**config.mk**
```make
export PLATFORM = sky130hd
export DESIGN_NAME = nor_bus_arb
export DESIGN_NICKNAME = d
export VERILOG_FILES = /design/src/rtl/nor_bus_pkg.sv /design/src/rtl/nor_ry_sync.sv /design/src/rtl/nor_bus_arb.sv
export SDC_FILE = /design/constraint.sdc
export NUM_CORES = 1
export LEC_CHECK = 0
export ABC_AREA = 1
export CORE_ASPECT_RATIO = 0.75
export CORE_UTILIZATION = 46
export CTS_BUF_LIST = sky130_fd_sc_hd__clkbuf_8
export CTS_CLUSTER_DIAMETER = 50
export DETAILED_ROUTE_END_ITERATION = 8
export GPL_TIMING_DRIVEN = 0
export HOLD_SLACK_MARGIN = 0.06
export PLACE_DENSITY_LB_ADDON = 0.12
export SLEW_MARGIN = 20
export SYNTH_ARGS = -nofsm -noshare
export SYNTH_HDL_FRONTEND = slang
export SYNTH_SLANG_ARGS = --single-unit
```
**constraint.sdc**
```tcl
create_clock -name clk_i -period 2.5 [get_ports clk_i]
set_input_delay 0.5 -clock clk_i [delete_from_list [all_inputs] [get_ports clk_i]]
set_output_delay 0.5 -clock clk_i [all_outputs]
set_load 0.1 [all_outputs]
```
**src/rtl/nor_bus_pkg.sv**
```systemverilog
`default_nettype none
// nor_bus_pkg: shared widths, state encoding and requester index for the NOR arbiter.
package nor_bus_pkg;

  localparam int NOR_AW = 26;
  localparam int NOR_DW = 16;

  typedef logic req_idx_t;

  typedef enum logic [2:0] {
    ST_IDLE   = 3'd0,
    ST_SETUP  = 3'd1,
    ST_PULSE  = 3'd2,
    ST_HOLD   = 3'd3,
    ST_RYWAIT = 3'd4,
    ST_DONE   = 3'd5
  } nor_state_e;

  function automatic int max3(input int a, input int b, input int c);
    int m;
    m = (a > b) ? a : b;
    return (m > c) ? m : c;
  endfunction

endpackage
`default_nettype wire

```
**src/rtl/nor_ry_sync.sv**
```systemverilog
`default_nettype none
// nor_ry_sync: 2-flop RY/BY synchroniser plus saturating wait/timeout counter.
module nor_ry_sync
  import nor_bus_pkg::*;
#(
  parameter int RY_TIMEOUT = 65535
) (
  input  logic clk,
  input  logic rst_n,
  input  logic en,
  input  logic ry_async,
  output logic ready,
  output logic timeout
);

  localparam int TW         = $clog2(RY_TIMEOUT + 1);
  localparam int ARM_CYCLES = 4;

  logic          ry_meta;
  logic          ry_sync;
  logic          seen_low;
  logic [TW-1:0] cnt;

  always_ff @(posedge clk or negedge rst_n) begin
    if (!rst_n) begin
      ry_meta  <= 1'b1;
      ry_sync  <= 1'b1;
      seen_low <= 1'b0;
      cnt      <= '0;
    end else begin
      ry_meta <= ry_async;
      ry_sync <= ry_meta;
      if (!en) begin
        cnt      <= '0;
        seen_low <= 1'b0;
      end else begin
        if (cnt != TW'(RY_TIMEOUT)) cnt <= cnt + 1'b1;
        if (!ry_sync) seen_low <= 1'b1;
      end
    end
  end

  // The device may take a few cycles to pull RY/BY low, so a high level only
  // counts as "ready" once it has been seen low or the arming window expired.
  assign ready   = en && ry_sync && (seen_low || (cnt >= TW'(ARM_CYCLES)));
  assign timeout = en && (cnt >= TW'(RY_TIMEOUT - 1));

endmodule
`default_nettype wire

```
**src/rtl/nor_bus_arb.sv**
```systemverilog
`default_nettype none
// nor_bus_arb: two-requester round-robin arbiter driving an asynchronous NOR flash bus.
// Optional RY/BY write wait is enabled by defining NOR_ARB_RYBY_WAIT_EN.
module nor_bus_arb
  import nor_bus_pkg::*;
#(
  parameter int T_SETUP    = 2,
  parameter int T_PULSE    = 4,
  parameter int T_HOLD     = 2,
  parameter int RY_TIMEOUT = 65535
) (
  input  logic              clk_i,
  input  logic              reset_ni,
  input  logic [1:0]        req_i,
  input  logic [1:0]        we_i,
  input  logic [NOR_AW-1:0] addr0_i,
  input  logic [NOR_AW-1:0] addr1_i,
  input  logic [NOR_DW-1:0] wdata0_i,
  input  logic [NOR_DW-1:0] wdata1_i,
  output logic [1:0]        ack_o,
  output logic [NOR_DW-1:0] rdata_o,
  output logic [1:0]        gnt_o,
  output logic              busy_o,
  output logic [NOR_AW-1:0] nor_addr_o,
  output logic [NOR_DW-1:0] nor_data_o,
  output logic              nor_data_oe,
  output logic              nor_ce_o,
  output logic              nor_oe_o,
  output logic              nor_we_o,
  input  logic [NOR_DW-1:0] nor_data_i,
  input  logic              nor_ry_i,
  output logic              timeout_o
);

  localparam int CNT_W = $clog2(max3(T_SETUP, T_PULSE, T_HOLD) + 1);

  nor_state_e       state;
  logic [CNT_W-1:0] cnt;
  req_idx_t         prio;
  req_idx_t         owner;
  req_idx_t         winner;
  logic             is_write;

  always_comb begin
    winner = prio;
    if (req_i == 2'b01)      winner = 1'b0;
    else if (req_i == 2'b10) winner = 1'b1;
  end

  assign busy_o = (state != ST_IDLE);

`ifdef NOR_ARB_RYBY_WAIT_EN
  logic ry_ready;
  logic ry_timeout;

  nor_ry_sync #(.RY_TIMEOUT(RY_TIMEOUT)) u_ry_sync (
    .clk      (clk_i),
    .rst_n    (reset_ni),
    .en       (state == ST_RYWAIT),
    .ry_async (nor_ry_i),
    .ready    (ry_ready),
    .timeout  (ry_timeout)
  );
`else
  logic unused_ry;
  assign unused_ry = nor_ry_i ^ (RY_TIMEOUT == 0);
  assign timeout_o = 1'b0;
`endif

  always_ff @(posedge clk_i or negedge reset_ni) begin
    if (!reset_ni) begin
      state       <= ST_IDLE;
      cnt         <= '0;
      prio        <= 1'b0;
      owner       <= 1'b0;
      is_write    <= 1'b0;
      ack_o       <= 2'b00;
      gnt_o       <= 2'b00;
      rdata_o     <= '0;
      nor_addr_o  <= '0;
      nor_data_o  <= '0;
      nor_data_oe <= 1'b0;
      nor_ce_o    <= 1'b1;
      nor_oe_o    <= 1'b1;
      nor_we_o    <= 1'b1;
`ifdef NOR_ARB_RYBY_WAIT_EN
      timeout_o   <= 1'b0;
`endif
    end else begin
      ack_o <= 2'b00;
      case (state)
        ST_IDLE: begin
          if (|req_i) begin
            owner       <= winner;
            prio        <= ~winner;
            gnt_o       <= winner ? 2'b10 : 2'b01;
            is_write    <= we_i[winner];
            nor_addr_o  <= winner ? addr1_i : addr0_i;
            nor_data_o  <= winner ? wdata1_i : wdata0_i;
            nor_data_oe <= we_i[winner];
            nor_ce_o    <= 1'b0;
            cnt         <= '0;
            state       <= ST_SETUP;
          end
        end
        ST_SETUP: begin
          if (cnt == CNT_W'(T_SETUP - 1)) begin
            cnt   <= '0;
            state <= ST_PULSE;
            if (is_write) nor_we_o <= 1'b0;
            else          nor_oe_o <= 1'b0;
          end else begin
            cnt <= cnt + 1'b1;
          end
        end
        ST_PULSE: begin
          if (cnt == CNT_W'(T_PULSE - 1)) begin
            cnt      <= '0;
            state    <= ST_HOLD;
            nor_oe_o <= 1'b1;
            nor_we_o <= 1'b1;
            if (!is_write) rdata_o <= nor_data_i;
          end else begin
            cnt <= cnt + 1'b1;
          end
        end
        ST_HOLD: begin
          if (cnt == CNT_W'(T_HOLD - 1)) begin
            cnt         <= '0;
            nor_ce_o    <= 1'b1;
            nor_data_oe <= 1'b0;
`ifdef NOR_ARB_RYBY_WAIT_EN
            if (is_write) begin
              state <= ST_RYWAIT;
            end else begin
              state        <= ST_DONE;
              ack_o[owner] <= 1'b1;
            end
`else
            state        <= ST_DONE;
            ack_o[owner] <= 1'b1;
`endif
          end else begin
            cnt <= cnt + 1'b1;
          end
        end
`ifdef NOR_ARB_RYBY_WAIT_EN
        ST_RYWAIT: begin
          if (ry_ready || ry_timeout) begin
            if (!ry_ready) timeout_o <= 1'b1;
            state        <= ST_DONE;
            ack_o[owner] <= 1'b1;
          end
        end
`endif
        ST_DONE: begin
          gnt_o <= 2'b00;
          state <= ST_IDLE;
        end
        default: state <= ST_IDLE;
      endcase
    end
  end

endmodule
`default_nettype wire

```
==> implementation parameters, run 1 <==
Parameter                              Value

Outcome
  Result of the run ... completed

Synth
  Library cell with the largest summed area after synthesis ... dfrtp_1
  Top cells by area, synth ... dfrtp_1 49%, nand3_1 13%, nand2_1 8.9%, nand4_1 7.3%, o21ai_2 3.8%
  Commonest cells in the netlist ... 98 x nand3_1, 88 x nand2_1, 72 x dfrtp_1
  Most common cell in the synthesized netlist ... nand3_1
  Most frequently used flop master after synthesis ... dfrtp_1
  Mapped Avg Cell Area ... 8.81 sq um
  Number of warnings printed during yosys synthesis ... 0
  Fraction of synthesized cell area taken by the top area cell type ... 0.488
  Share of synthesized area occupied by flip-flops and latches ... 0.509
  Count of mapped cells out of synthesis ... ~420
  Post-Syn Area ... 3690 sq um
  Nets in the synthesized netlist ... 530
  Number of synthesized flops with an enable pin ... 0
  Number of distinct library cell variants in the gate-level netlist after synthesis ... 22
  Fraction of synthesis flops using an asynchronous set or reset pin ... 1.00
  Seq cells post-synth ... 75

Layout
  Number of fillers in the final layout ... between 500 and 600
  Share of layout cells above drive strength 1 ... 0.107
  Total inserted antenna cells ... 0
  Area growth from synthesis to layout ... 54.8%
  Area used by multi-input combinational logic ... ~1500 sq um
  Area occupied by registers ... 1880 sq um
  Net total in the final layout ... 714
  Final standard cell count with taps included and fillers excluded ... around 700
  Final Instance Area ... between 5000 and 6000 sq um

Setup path
  FF-to-FF Start ... prio$_DFFE_PN0P_
  Crit path max-delay family ... buffers and inverters
  Setup CP Type ... reg -> out
  Worst path required time ... 2.00 ns
  Maximum single-stage delay on the critical path ... ~1.2 ns
  Setup crit start kind ... register
  Arrival time of the worst setup path ... 1.91 ns
  Internal reg-to-reg setup slack ... between 0.9 and 1 ns
  Cell with the largest stage delay on the worst path ... clkdlybuf4s50_1
  CP Launch Point ... rdata_o[10]$_DFFE_PN0P_
  Number of buffer and inverter instances along the worst setup path ... 1
  Critical path fanouts, max ... 2
  Critical path capture point type ... output port
  CP cell instances ... clkdlybuf4s50_1

Routing
  DRC violation count after routing ... 0
  First-pass iteration count of the detailed router ... 5
  Initial DRC count ... ~220
  Number of nets with antenna violations after routing ... 0
  Average vias per placed instance ... approximately 5.4
  Via count ... 3811
  Routed wire length per instance ... 15.8 um
  Total Wirelength ... between 10000 and 15000 um

Placed design
  Global placer's final weighted congestion ... ~0.89
  Total of buffers placed on input and output ports ... roughly 170
  Number of cells after detailed placement ... 693
  Dpl hpwl ... between 8000 and 9000 um
  Cell area reported after detailed placement ... between 5000 and 6000 sq um
  Worst Setup Slack post-DPL ... around 0.16 ns

Clock network
  CTS tree ... built
  Clk buf depth ... 2
  Clock-pin transition on the worst setup and hold timing paths ... about 0.080 ns
  Hold-fix buffers at CTS ... 0
  Worst skew pair latency ... between 0.3 and 0.4 ns
  Number of H-tree levels ... 3
  Number of setup buffers added after CTS ... 0
  CTS Sinks ... 75
  Number of clock buffers inserted by TritonCTS ... 9
  Clock root buffer master ... clkbuf_8

Global route
  Total routing resource utilization after global routing ... 0.273
  Maximum number of pins on one net before global-route repair ... 42
  Congestion Overflow GR ... 0
  Via count of the first global-routing pass ... 3589
  Antenna violations before repair ... 0
  Global-route wire length before repair ... about 18000 um

STA
  Total count of hold-check failures in the final report ... 0
  Worst clock skew ... roughly 0.012 ns
  Time the final worst path needs with I/O delays and setup ... about 2.4 ns
  Max_slew headroom ... 0.319
  Least setup slack across all paths after layout ... between 0.08 and 0.09 ns
  Unrepaired setup endpoints after global routing ... false
  Hold WS ... roughly 0.09 ns
  Share of the clock period used by the worst path ... 0.964
  Endpoints failing setup ... 0
  Highest Clock Rate ... just over 400 MHz
  Slew at the pin closest to its max-slew limit ... around 1.0 ns
  Final Max Tran Viols ... 0

Floorplanning
  Die footprint ... 8390 sq um
  Number of ports placed on the die boundary ... approximately 180
  Number of core rows ... 27
  Initial standard-cell utilization of the core ... 0.488
  Die height ... about 80 um
  Die X-Extent ... ~110 um
  Area of the core region ... between 7000 and 8000 sq um

Min path
  Class of the tightest hold or removal check ... in -> async

Flow run
  Max-cap viol count ... 0
-- worst paths after layout --
check / endpoint / cells past startpoint
min in group clk_i: ack_o[0]$_DFF_PN0_ / 1
max: rdata_o[10] / 1
max in group asynchronous: nor_ce_o$_DFFE_PN1P_ / 2
min: nor_data_o[0]$_DFFE_PN0P_ / 1
min reg2reg: ack_o[0]$_DFF_PN0_ / 1
max reg2reg: nor_addr_o[19]$_DFFE_PN0P_ / 6
-- area by class of cell --
class / instances / share of cell area
buffer: 30 / 0.0381
timing repair buffer: 173 / 0.303
clock inverter: 5 / 0.00525
inverter: 37 / 0.0252
tap: 101 / 0.0221
sequential: 75 / 0.329
clock buffer: 10 / 0.0241
multi-input combinational: 277 / 0.254
-- through the flow --
| step | utilization | TNS [ns] |
|---|---|---|
| after global routing | 0.755 | 0 |
| final | 0.755 | 0 |
| after CTS | 0.756 | 0 |
| after floorplan | - | 0 |
| after detailed placement | 0.734 | 0 |
| after global placement | 0.732 | -127.91 |
-- kinds of logic after synthesis --
| logic type | synth area share |
|---|---|
| AOI/OAI and AO/OA | 0.0542 |
| adders and majority gates | 0.0136 |
| buffers and inverters | 0.0979 |
| DFF | 0.509 |
| other | 0.00102 |
| and+or+nand+nor | 0.324 |
-- cell usage in the layout (no fill, tap or decap), drive strengths merged --
| master | instances |
|---|---|
| buf | 24 |
| o21ai | 27 |
| nand4 | 43 |
| dfrtp | 72 |
| clkdlybuf4s50 | 167 |
| nor3 | 3 |
| nand2 | 88 |
| conb | 1 |
| ha | 4 |
| a21oi | 1 |
| clkbuf | 19 |
| dfstp | 3 |
| clkinvlp | 2 |
| nor2 | 10 |
| inv | 37 |
| nand3 | 100 |
| dlygate4sd2 | 3 |
| clkinv | 3 |
-- state kept, by name (all words and copies together), names as in the netlist --
signal / cells
owner: 1
nor_oe_o: 1
cnt: 3
prio: 1
nor_ce_o: 1
nor_addr_o: 26
state: 3
gnt_o: 2
nor_data_oe: 1
nor_data_o: 16
nor_we_o: 1
ack_o: 2
is_write: 1
rdata_o: 16
-- what timing repair did --
| item | 4_1_cts | 5_1_grt |
|---|---|---|
| resized for setup | 4 | 2 |
| cloned | 0 | 0 |
| endpoints found under the hold margin | 0 | 0 |
| endpoints found under the setup margin | 4 | 1 |
-- routing by layer --
metal / GRT usage / wire, um / vias up
met4: 0.0986 / 245 / 0
met5: 0 / 0 / -
met2: 0.444 / 5420 / 174
met1: 0.342 / 4590 / 1825
li1: - / - / 1788
met3: 0.0890 / 901 / 24
Power of run 1 is not shown: default switching activity piles up to over one toggle a cycle in this logic, so the estimate is an artifact.
==> run 2: changes to the inputs <==
--- a/config.mk
+++ b/config.mk
@@ -6,7 +6,7 @@
 export NUM_CORES = 1
 export LEC_CHECK = 0
 export ABC_AREA = 1
-export CORE_ASPECT_RATIO = 0.75
+export CORE_ASPECT_RATIO = 0.9
 export CORE_UTILIZATION = 46
 export CTS_BUF_LIST = sky130_fd_sc_hd__clkbuf_8
 export CTS_CLUSTER_DIAMETER = 50
@@ -17,4 +17,5 @@
 export SLEW_MARGIN = 20
 export SYNTH_ARGS = -nofsm -noshare
 export SYNTH_HDL_FRONTEND = slang
+export SYNTH_HIERARCHICAL = 1
 export SYNTH_SLANG_ARGS = --single-unit
==> run 2 against run 1 <==
Net effect:
- cell area grew 0.74%
- first-iteration DRC count shrank 38%
- register-to-register slack gained 0.02 ns
- die area is essentially flat
- critical path type unchanged
- largest cell class unchanged
==> implementation parameters, run 2 <==
Parameter                              Value

Outcome
  Result of the run ... completed

Layout
  Total inserted antenna cells ... 0
  Biggest registers after layout ... nor_addr_o x26, nor_data_o x16, rdata_o x16
  Highest-count cells in the layout ignoring fill and taps ... 167 x clkdlybuf4s50_1, 98 x nand3_1, 88 x nand2_1
  Share of layout cells above drive strength 1 ... 0.107
  Register ranked first by flip-flop count ... nor_addr_o
  Flip-flop count of the largest register after layout ... 26
  Net total in the final layout ... slightly above 700
  Final standard cell count with taps included and fillers excluded ... between 700 and 800
  Number of fillers in the final layout ... between 500 and 600
  Most common cell after layout, fill and taps aside ... clkdlybuf4s50_1
  Area growth from synthesis to layout ... 56.0%

STA
  Worst clock skew ... 0.00885 ns
  Max_slew headroom ... 0.325
  Setup TNS after final layout ... 0 ns
  Endpoints failing setup ... 0
  Slew at the pin closest to its max-slew limit ... 1.01 ns
  Share of the clock period used by the worst path ... 0.956
  Highest Clock Rate ... around 420 MHz
  Total count of hold-check failures in the final report ... 0
  Time the final worst path needs with I/O delays and setup ... 2.39 ns
  Unrepaired setup endpoints after global routing ... false
  Final Max Tran Viols ... 0

Synth
  Number of warnings printed during yosys synthesis ... 6
  Fraction of synthesized cell area taken by the top area cell type ... 0.488
  Library cell with the largest summed area after synthesis ... dfrtp_1
  Seq cells post-synth ... 75
  Number of distinct library cell variants in the gate-level netlist after synthesis ... 22
  Most common cell in the synthesized netlist ... nand3_1
  Commonest cells in the netlist ... 98 x nand3_1, 88 x nand2_1, 72 x dfrtp_1
  Top cells by area, synth ... dfrtp_1 49%, nand3_1 13%, nand2_1 8.9%, nand4_1 7.3%, o21ai_2 3.8%
  Share of synthesized area occupied by flip-flops and latches ... 0.509
  Number of synthesized flops with an enable pin ... 0
  Post-Syn Area ... ~3700 sq um
  Count of mapped cells out of synthesis ... between 400 and 500
  Nets in the synthesized netlist ... 530
  Mapped Avg Cell Area ... between 8 and 9 sq um
  Most frequently used flop master after synthesis ... dfrtp_1
  Fraction of synthesis flops using an asynchronous set or reset pin ... 1.00

Routing
  Total Wirelength ... roughly 11000 um
  First-pass iteration count of the detailed router ... 5
  Routed wire length per instance ... 15.5 um
  DRC violation count after routing ... 0
  Initial DRC count ... 134
  Average vias per placed instance ... 5.34
  Via count ... about 3800
  Number of nets with antenna violations after routing ... 0

Setup path
  Crit path max-delay family ... buffers and inverters
  CP Launch Point ... nor_data_o[12]$_DFFE_PN0P_
  Setup crit start kind ... register
  Number of buffer and inverter instances along the worst setup path ... 1
  CP cell instances ... clkdlybuf4s50_1
  Length in cells of the worst reg-to-reg path ... 6
  Maximum single-stage delay on the critical path ... approximately 1.2 ns
  Internal reg-to-reg setup slack ... 0.98 ns
  FF-to-FF Start ... prio$_DFFE_PN0P_
  Critical path capture point type ... output port
  Critical path fanouts, max ... 2
  Arrival time of the worst setup path ... about 1.9 ns
  Capturing element of the worst setup path ... nor_data_o[12]
  Worst path required time ... around 2 ns
  Instance count on the critical path ... 1
  Setup CP Type ... reg -> out
  Critical register-to-register path endpoint ... nor_data_o[1]$_DFFE_PN0P_
  Cell with the largest stage delay on the worst path ... clkdlybuf4s50_1

Clock network
  Number of H-tree levels ... 3
  Clock-pin transition on the worst setup and hold timing paths ... roughly 0.09 ns
  Clock root buffer master ... clkbuf_8
  CTS Sinks ... between 70 and 80
  CTS-repair resized insts ... 4
  Number of setup buffers added after CTS ... 0
  CTS tree ... built
  Clk buf depth ... 2
  Number of clock buffers inserted by TritonCTS ... 9
  Hold-fix buffers at CTS ... 0
  Worst skew pair latency ... approximately 0.36 ns

Placed design
  Total of buffers placed on input and output ports ... approximately 170
  Number of cells after detailed placement ... between 600 and 700
  Global placer's final weighted congestion ... about 0.86
  Dpl hpwl ... 8240 um

Global route
  Congestion Overflow GR ... 0
  Met2 global-route usage ... 0.454
  Antenna violations before repair ... 0
  Global-route wire length before repair ... roughly 18000 um
  Via count of the first global-routing pass ... 3702
  Global routing usage on met1 ... 0.332
  Most crowded layer after global routing ... met2
  Total routing resource utilization after global routing ... 0.274
  Met3 capacity usage during global routing ... 0.0995
  Maximum number of pins on one net before global-route repair ... 44

Floorplanning
  Die X-Extent ... between 90 and 100 um
  Number of ports placed on the die boundary ... 175
  Number of core rows ... 30
  Die footprint ... 8390 sq um
  Area of the core region ... 7660 sq um
  Initial standard-cell utilization of the core ... 0.482
  Die height ... between 80 and 90 um

Flow run
  Max-cap viol count ... 0

Min path
  Class of the tightest hold or removal check ... in -> async
==> run 2: cell counts after synthesis <==
Identical to the previous run, type by type.
==> run 2: worst min-delay path by stage <==
stage,cells after the start,end,slack [ns],start
2_1_floorplan,0,ack_o[0]$_DFF_PN0_,0.20,reset_ni
3_3_place_gp,1,ack_o[0]$_DFF_PN0_,0.42,owner$_DFFE_PN0P_
3_5_place_dp,1,ack_o[0]$_DFF_PN0_,0.42,owner$_DFFE_PN0P_
4_1_cts,1,cnt[1]$_DFFE_PN0P_,0.08,reset_ni
5_1_grt,1,cnt[1]$_DFFE_PN0P_,0.09,reset_ni
6_report,1,cnt[1]$_DFFE_PN0P_,0.08,reset_ni
==> run 2: layout make-up <==
class / instances / area (sq um) / share of cell area
buffer: 30 / 218 / 0.0378
clock buffer: 11 / 151 / 0.0263
clock inverter: 5 / 60.1 / 0.0104
inverter: 37 / 144 / 0.0250
multi-input combinational: 277 / 1450 / 0.252
sequential: 75 / 1880 / 0.327
tap: 96 / 120 / 0.0209
timing repair buffer: 173 / 1740 / 0.301
==> run 2: per-stage QoR <==
stage                     cell area (sq um)  setup slack (ns)  utilization  hold slack, ns
final                                  5760             0.110        0.752          0.0756
after global routing                   5760            0.0197        0.752          0.0895
after CTS                              5760            0.0698        0.752          0.0831
after detailed placement               5550             0.183        0.725           0.423
after global placement                 5530             -1.72        0.723           0.422
after floorplan                        3690             0.610            -           0.204
==> run 2: cells by family after synthesis <==
kind of cell / Yosys count / synth area share
AND/OR/NAND/NOR: 244 / 0.324
flip-flops: 75 / 0.509
adder cells (fa/ha/maj): 4 / 0.0136
buffers and inverters: 67 / 0.0979
AO/OA/AOI/OAI: 28 / 0.0542
other: 1 / 0.00102
==> run 2: metal layers <==
| layer | share of wire | wire, um | vias to the layer above |
|---|---|---|---|
| met3 | 0.085 | 925 | 28 |
| met1 | 0.40 | 4320 | 1776 |
| met2 | 0.49 | 5380 | 159 |
| li1 | - | - | 1796 |
| met4 | 0.028 | 305 | 0 |
| met5 | 0 | 0 | - |
Power of run 2 is left out for the same reason.
